==> config.mk <==
export PLATFORM = sky130hd
export DESIGN_NAME = seg7_to_hex_capture_flat
export DESIGN_NICKNAME = d
export VERILOG_FILES = /design/src/rtl/seg7_pkg.sv /design/src/rtl/seg7_to_hex_capture_if.sv /design/src/rtl/seg7_decode.sv /design/src/rtl/seg7_to_hex_capture.sv /design/src/flat_wrapper.sv
export SDC_FILE = /design/constraint.sdc
export NUM_CORES = 1
export LEC_CHECK = 0
export CELL_PAD_IN_SITES_DETAIL_PLACEMENT = 0
export CELL_PAD_IN_SITES_GLOBAL_PLACEMENT = 1
export CORE_MARGIN = 2
export CORE_UTILIZATION = 32
export CTS_CLUSTER_SIZE = 16
export DETAILED_ROUTE_END_ITERATION = 10
export PLACE_DENSITY = 0.82
export REMOVE_ABC_BUFFERS = 1
export SLEW_MARGIN = 20
export SYNTH_ARGS = -nofsm -noshare
export SYNTH_HDL_FRONTEND = slang
export SYNTH_HIERARCHICAL = 1
export SYNTH_SLANG_ARGS = --single-unit
export TNS_END_PERCENT = 1
==> constraint.sdc <==
create_clock -name i_clk -period 3.05 [get_ports i_clk]
set_clock_uncertainty 0.15 [all_clocks]
set_input_delay 0.61 -clock i_clk [delete_from_list [all_inputs] [get_ports i_clk]]
set_output_delay 0.61 -clock i_clk [all_outputs]
set_load 0.02 [all_outputs]
==> src/rtl/seg7_pkg.sv <==
// Shared constants and FSM state type for the seven-segment readback capture.
// Segment patterns are active-low, bit order g..a.
package seg7_pkg;

    localparam logic [6:0] SEG_0     = 7'h40;
    localparam logic [6:0] SEG_1     = 7'h79;
    localparam logic [6:0] SEG_2     = 7'h24;
    localparam logic [6:0] SEG_3     = 7'h30;
    localparam logic [6:0] SEG_4     = 7'h19;
    localparam logic [6:0] SEG_5     = 7'h12;
    localparam logic [6:0] SEG_6     = 7'h02;
    localparam logic [6:0] SEG_7     = 7'h78;
    localparam logic [6:0] SEG_8     = 7'h00;
    localparam logic [6:0] SEG_9     = 7'h10;
    localparam logic [6:0] SEG_A     = 7'h08;
    localparam logic [6:0] SEG_B     = 7'h03;
    localparam logic [6:0] SEG_C     = 7'h46;
    localparam logic [6:0] SEG_D     = 7'h21;
    localparam logic [6:0] SEG_E     = 7'h06;
    localparam logic [6:0] SEG_F     = 7'h0E;
    localparam logic [6:0] SEG_BLANK = 7'h7F;

    typedef enum logic [1:0] {
        IDLE = 2'd0,
        SCAN = 2'd1,
        DONE = 2'd2
    } state_t;

endpackage

==> src/rtl/seg7_to_hex_capture_if.sv <==
// Segment readback bus: display-side inputs plus the capture result handshake.
// master = checker/bench side, slave = capture block.
interface seg7_to_hex_capture_if #(
    parameter int NUM_DIGITS = 8
);
    logic [7*NUM_DIGITS-1:0] i_seg;
    logic                    i_sample;
    logic                    i_ready;
    logic                    o_busy;
    logic                    o_valid;
    logic [4*NUM_DIGITS-1:0] o_value;
    logic                    o_err;
    logic [NUM_DIGITS-1:0]   o_err_mask;
    logic [NUM_DIGITS-1:0]   o_blank_mask;

    modport master (
        output i_seg, i_sample, i_ready,
        input  o_busy, o_valid, o_value, o_err, o_err_mask, o_blank_mask
    );

    modport slave (
        input  i_seg, i_sample, i_ready,
        output o_busy, o_valid, o_value, o_err, o_err_mask, o_blank_mask
    );
endinterface

==> src/rtl/seg7_decode.sv <==
// Combinational active-low 7-segment pattern to hex nibble decoder.
// SEG7_CAPTURE_BLANK_EN: all-off pattern reports blank instead of unrecognised.
module seg7_decode
    import seg7_pkg::*;
(
    input  logic [6:0] pat,
    output logic [3:0] nib,
    output logic       hit,
    output logic       blank
);

    always_comb begin
        nib   = 4'h0;
        hit   = 1'b1;
        blank = 1'b0;
        unique case (pat)
            SEG_0: nib = 4'h0;
            SEG_1: nib = 4'h1;
            SEG_2: nib = 4'h2;
            SEG_3: nib = 4'h3;
            SEG_4: nib = 4'h4;
            SEG_5: nib = 4'h5;
            SEG_6: nib = 4'h6;
            SEG_7: nib = 4'h7;
            SEG_8: nib = 4'h8;
            SEG_9: nib = 4'h9;
            SEG_A: nib = 4'hA;
            SEG_B: nib = 4'hB;
            SEG_C: nib = 4'hC;
            SEG_D: nib = 4'hD;
            SEG_E: nib = 4'hE;
            SEG_F: nib = 4'hF;
`ifdef SEG7_CAPTURE_BLANK_EN
            SEG_BLANK: begin
                hit   = 1'b0;
                blank = 1'b1;
            end
`endif
            default: hit = 1'b0;
        endcase
    end

endmodule

==> src/rtl/seg7_to_hex_capture.sv <==
// Scans the display segment bus digit by digit, debounces and decodes it.
// Optional SEG7_CAPTURE_BLANK_EN reports all-off digits in o_blank_mask.
module seg7_to_hex_capture
    import seg7_pkg::*;
#(
    parameter int NUM_DIGITS    = 8,
    parameter int STABLE_CYCLES = 4,
    parameter int MAX_WAIT      = 255
) (
    input  logic                  i_clk,
    input  logic                  i_reset,
    seg7_to_hex_capture_if.slave  bus
);

    localparam int IW = (NUM_DIGITS > 1) ? $clog2(NUM_DIGITS) : 1;
    localparam int WW = $clog2(MAX_WAIT + 1);
    localparam int CW = (STABLE_CYCLES > 1) ? $clog2(STABLE_CYCLES + 1) : 1;

    state_t                  state;
    state_t                  state_nxt;
    logic [IW-1:0]           idx;
    logic [CW-1:0]           cnt;
    logic [CW-1:0]           cnt_nxt;
    logic [WW-1:0]           wcnt;
    logic [WW-1:0]           wcnt_nxt;
    logic [6:0]              held;
    logic [6:0]              held_nxt;
    logic [6:0]              cur;
    logic [4*NUM_DIGITS-1:0] value_q;
    logic [NUM_DIGITS-1:0]   err_q;
    logic [NUM_DIGITS-1:0]   blank_q;
    logic [3:0]              nib;
    logic                    hit;
    logic                    blank;
    logic                    restart;
    logic                    accept;
    logic                    timeout;
    logic                    advance;
    logic                    last;
    logic                    start;

    assign cur      = bus.i_seg[int'(idx)*7 +: 7];
    assign restart  = (cnt == '0) || (cur != held);
    assign held_nxt = restart ? cur : held;
    assign cnt_nxt  = restart ? CW'(1) : cnt + CW'(1);
    assign wcnt_nxt = wcnt + WW'(1);
    assign accept   = (state == SCAN) && (cnt_nxt == CW'(STABLE_CYCLES));
    assign timeout  = (state == SCAN) && !accept
                   && (wcnt_nxt == WW'(MAX_WAIT));
    assign advance  = accept || timeout;
    assign last     = (idx == IW'(NUM_DIGITS - 1));
    assign start    = (state_nxt == SCAN) && (state != SCAN);

    // Decode the value being held this cycle so single-sample acceptance works.
    seg7_decode u_dec (
        .pat   (held_nxt),
        .nib   (nib),
        .hit   (hit),
        .blank (blank)
    );

    always_ff @(posedge i_clk) begin
        if (i_reset) state <= IDLE;
        else         state <= state_nxt;
    end

    always_comb begin
        state_nxt = state;
        unique case (state)
            IDLE: if (bus.i_sample) state_nxt = SCAN;
            SCAN: if (advance && last) state_nxt = DONE;
            DONE: if (bus.i_ready) begin
                state_nxt = bus.i_sample ? SCAN : IDLE;
            end
            default: state_nxt = IDLE;
        endcase
    end

    always_ff @(posedge i_clk) begin
        if (i_reset || start) begin
            idx     <= '0;
            cnt     <= '0;
            wcnt    <= '0;
            held    <= '0;
            value_q <= '0;
            err_q   <= '0;
            blank_q <= '0;
        end else if (state == SCAN) begin
            held <= held_nxt;
            if (advance) begin
                value_q[int'(idx)*4 +: 4] <= accept ? nib : 4'h0;
                err_q[idx]   <= !(accept && (hit || blank));
                blank_q[idx] <= accept && blank;
                idx  <= last ? idx : idx + IW'(1);
                cnt  <= '0;
                wcnt <= '0;
            end else begin
                cnt  <= cnt_nxt;
                wcnt <= wcnt_nxt;
            end
        end
    end

    assign bus.o_busy       = (state == SCAN);
    assign bus.o_valid      = (state == DONE);
    assign bus.o_value      = value_q;
    assign bus.o_err_mask   = err_q;
    assign bus.o_err        = |err_q;
`ifdef SEG7_CAPTURE_BLANK_EN
    assign bus.o_blank_mask = blank_q;
`else
    assign bus.o_blank_mask = '0;
`endif

endmodule

==> src/flat_wrapper.sv <==
// flat-port wrapper written by rule: the top's interface ports become plain ports
module seg7_to_hex_capture_flat import seg7_pkg::*;
#(
    parameter int NUM_DIGITS    = 8,
    parameter int STABLE_CYCLES = 4,
    parameter int MAX_WAIT      = 255
)
  (i_clk, i_reset, bus_i_seg, bus_i_sample, bus_i_ready, bus_o_busy, bus_o_valid, bus_o_value, bus_o_err, bus_o_err_mask, bus_o_blank_mask);
  seg7_to_hex_capture_if #(.NUM_DIGITS(NUM_DIGITS)) bus_i ();
  input  logic i_clk;
  input  logic i_reset;
  input wire logic [$bits(bus_i.i_seg)-1:0] bus_i_seg;
  input wire logic [$bits(bus_i.i_sample)-1:0] bus_i_sample;
  input wire logic [$bits(bus_i.i_ready)-1:0] bus_i_ready;
  output wire logic [$bits(bus_i.o_busy)-1:0] bus_o_busy;
  output wire logic [$bits(bus_i.o_valid)-1:0] bus_o_valid;
  output wire logic [$bits(bus_i.o_value)-1:0] bus_o_value;
  output wire logic [$bits(bus_i.o_err)-1:0] bus_o_err;
  output wire logic [$bits(bus_i.o_err_mask)-1:0] bus_o_err_mask;
  output wire logic [$bits(bus_i.o_blank_mask)-1:0] bus_o_blank_mask;
  assign bus_i.i_seg = bus_i_seg;
  assign bus_i.i_sample = bus_i_sample;
  assign bus_i.i_ready = bus_i_ready;
  assign bus_o_busy = bus_i.o_busy;
  assign bus_o_valid = bus_i.o_valid;
  assign bus_o_value = bus_i.o_value;
  assign bus_o_err = bus_i.o_err;
  assign bus_o_err_mask = bus_i.o_err_mask;
  assign bus_o_blank_mask = bus_i.o_blank_mask;
  seg7_to_hex_capture #(.NUM_DIGITS(NUM_DIGITS), .STABLE_CYCLES(STABLE_CYCLES), .MAX_WAIT(MAX_WAIT)) u_core (.i_clk(i_clk), .i_reset(i_reset), .bus(bus_i));
endmodule
==> impl_metrics.toml, run 1 <==
[power_and_ir_drop]
p_clk_share_pct = 50.0
ir_drop_uv = 268
p_per_area_nw_per_um2 = 363
netSwitchingFraction_pct = 24.8
pwr-share-seq_pct = 36.7
p_sw_uw = 567
comb_power_share_pct = 13.3
fin_total_pwr_mw = 2.28
p_int_mw = 1.72
p_leak_nw = 2.59

[worst_setup_path]
crit_top_cell = "buf_4"
crit_chain = "clkdlybuf4s50_1, mux2i_1, a22oi_1, buf_4, buf_4, a211oi_2, o211ai_1, buf_4, nor4_4, buf_4, buf_12, o2111ai_4, buf_6, mux2i_1"
max_stage_delay_ns = 0.40
crit_type = "in -> reg"
cp.buffers_inverters = 7
cp.required_ns = 3.11
cp_top_family = "buffers and inverters"
critical_path.max_fanout = 8
worst_setup_path_start_kind = "primary input"
cp-end-kind = "flop"
crit_path_top_delay_cell = "clkdlybuf4s50_1"
arrival_ns = 3.16

[clocking]
cts_tree = "done"
clk_path_buf_depth = 2
cts_buffers = 9
cts.sinks = 63
cts_htree_levels = 3
cts.clk_slew.worst_paths_ns = 0.06
ctsRootBufferMaster = "clkbuf_16"
clk-insertion-delay-late_ns = 0.33
ctsHoldBuffers = 0

[logic_synthesis]
synth_top_cell_by_area = "dfxtp_1"
synth-adder-area-share_pct = 2.55
synth-seq-cells = 63
yosysWarnings = 6
yosysMostFrequentCell = "dfxtp_1"
synth_simple_gate_area_share_pct = 23.4
avgSynthCellArea_um2 = 8.74
synthArstFlopShare_pct = 0
yosys-top-cells-count = "dfxtp_1, nand2_1, mux2i_1, nor2_1, a32o_1"
synth_edf_count = 0
netlist_area_um2 = 3930
synth.distinct_cells = 54
synth-compound-area-share_pct = 19.9
synth_mux_area_share_pct = 14.8
synth_top_family_by_area = "simple AND/OR/NAND/NOR gates"
synth_top_cell_area_share_pct = 32.1
synth_area_leaders = "dfxtp_1, mux2i_1, a32o_1, nand2_1, mux4_2"
synthFlopType = "dfxtp_1"
yosysSeqAreaShare_pct = 32.1
synth_xor_area_share_pct = 0.891
netlist_instances = 450

[global_route]
use_met2_pct = 31.9
grt_use_total_pct = 18.5
antenna_found_initial = 0
grt_overflow = 0
grtUsageMet1_pct = 23.8
grt_max_degree = 53
gr-max-usage-layer = "met2"
use_met3_pct = 3.27
first_global_vias = 4090
grt_pass1_wl_mm = 19.8

[floorplan]
die-area_um2 = 13200
ios = 111
die_w_um = 115
rows = 40
start_util_pct = 32.7
die_y_um = 115
core_area_um2 = 12000

[sta]
fin_crit_ns = 3.09
setup_tns_ns = -0.212
worst_slack_ns = -0.0419
report.final.setup_viol = 9
fin_crit_sh_pct = 101
hold_slack_ns = 0.320
final_max_slew_viol_count = 0
max_freq_mhz = 323
worst_slew_pin_slew_ns = 0.615
slew_headroom_pct = 58.9
hold_viol = 0
rsz0062_at_grt = "true"

[place]
gp_congestion = 0.856
hpwlAfterDp_mm = 8.92
numPortBuffers = 102
postPlaceCellArea_um2 = 5510
dp_cells = 732

[run_status]
violations = "negative setup slack"
status = "finished with violations"

[finish]
nFillCells = 1074
area_delta_synth_final_pct = 59.8
design_area_um2 = 6280
seq_area_um2 = 1270
drive_gt1_share_pct = 26.4
multi_input_comb_area_um2 = 2720
fin_nets = 676
instances_no_fill = 760
diodes = 0

[detailed_routing]
vias = 4144
first_pass_iters = 4
drt_iter0_drc = 203
finalWirelength_mm = 12.7
vias_per_cell = 5.45
drt-wirelength-per-cell_um = 16.8
drtAntennaViolNets = 0
route.detailed.drc = 0

[run]
max_cap_violations = 0

[hold_path]
hold_class = "reg -> reg"
## per-stage QoR
stage          utilization, %  worst slack [ns]
2_1_floorplan               -             -1.17
3_3_place_gp             45.9            -0.430
3_5_place_dp             45.9            -0.491
4_1_cts                  49.6           -0.0416
5_1_grt                  52.3            -0.139
6_report                 52.3           -0.0419
## power by group through the flow
| stage | clock network [mW] | registers [mW] | logic (mW) |
|---|---|---|---|
| final | 1.14 | 0.837 | 0.304 |
| after global routing | 1.19 | 0.838 | 0.329 |
| after CTS | 1.15 | 0.837 | 0.285 |
| after detailed placement | 0 | 0.855 | 0.282 |
| after global placement | 0 | 0.855 | 0.277 |
| after floorplan | 0 | 0.854 | 0.121 |
## logic make-up (layout without fill, tap and decap cells)
| kind of cell | Yosys count | after routing |
|---|---|---|
| AND/OR/NAND/NOR | 172 | 172 |
| AO/OA/AOI/OAI | 101 | 101 |
| flip-flops | 63 | 63 |
| multiplexers | 50 | 50 |
| buffers and inverters | 50 | 206 |
| adder cells (fa/ha/maj) | 8 | 8 |
| XOR/XNOR | 4 | 4 |
| other | 2 | 9 |
## layout make-up
| class | instances | area share (%) |
|---|---|---|
| Clock buffer | 9 | 3.58 |
| Clock inverter | 7 | 1.63 |
| Inverter | 12 | 0.717 |
| Multi-Input combinational cell | 344 | 43.4 |
| Sequential cell | 63 | 20.2 |
| Tap cell | 147 | 2.93 |
| Timing Repair Buffer | 178 | 27.6 |
## sequential cells by signal, indices dropped and copies added (netlist names)
signal and flops:
u_core/held 7, u_core/state 2, u_core/cnt 3, u_core/wcnt 8, u_core/idx 3, u_core/bus.o_value 32
u_core/bus.o_err_mask 8
## path summary, 6_finish.rpt
path                                  startpoint                                  end  slack (ns)  cells after the start
max                                bus_i_seg[15]  u_core/bus.o_value[11]$_SDFFE_PP0P_       -0.04                     14
min          u_core/bus.o_value[26]$_SDFFE_PP0P_  u_core/bus.o_value[26]$_SDFFE_PP0P_        0.32                      2
max reg2reg           u_core/idx[0]$_SDFFE_PP0P_  u_core/bus.o_value[11]$_SDFFE_PP0P_       -0.02                     14
min reg2reg  u_core/bus.o_value[26]$_SDFFE_PP0P_  u_core/bus.o_value[26]$_SDFFE_PP0P_        0.32                      2
## placed cells by master, fill, tap and decap left out, drive strengths merged, types with 8 or more instances in the layout
cell,Yosys,routed
conb,2,9
nor4,9,9
dfxtp,63,63
dlygate4sd2,0,8
and2,15,15
o211ai,11,11
buf,23,75
clkbuf,15,10
ha,8,8
clkdlybuf4s50,0,78
a21oi,13,13
dlymetal6s2s,0,16
nand3,14,14
nand2b,8,8
a32o,21,21
inv,12,15
nor3,12,12
nor2,25,25
o21ai,14,14
nand2,46,46
nor2b,11,11
mux2i,40,40
## per-layer routing
| metal | share of wire (%) | up-vias |
|---|---|---|
| li1 | - | 1989 |
| met1 | 44 | 2024 |
| met2 | 50 | 117 |
| met3 | 4.9 | 14 |
| met4 | 1.2 | 0 |
| met5 | 0 | - |
## tightest hold or removal path, delay by kind of cell, from the launching register on
kind             cells  cell delay (ns)
and+or+nand+nor      1             0.05
muxes                1             0.06
DFF                  1             0.31
## repair_timing
item / CTS / global route
gates cloned: 0 / 1
gates resized for setup: 32 / 72
pin swaps: 10 / 30
setup endpoints to repair: 41 / 53
buffers inserted: 7 / 5
Note: power is estimated with default switching activity, not from simulation.
==> run 2: changes to the inputs <==
--- a/config.mk
+++ b/config.mk
@@ -13,7 +13,7 @@
 export DETAILED_ROUTE_END_ITERATION = 10
 export PLACE_DENSITY = 0.82
 export REMOVE_ABC_BUFFERS = 1
-export SLEW_MARGIN = 20
+export SLEW_MARGIN = 10
 export SYNTH_ARGS = -nofsm -noshare
 export SYNTH_HDL_FRONTEND = slang
 export SYNTH_HIERARCHICAL = 1
==> results of run 2 <==
Final layout, timing and power as in run 1 (identical DEF).
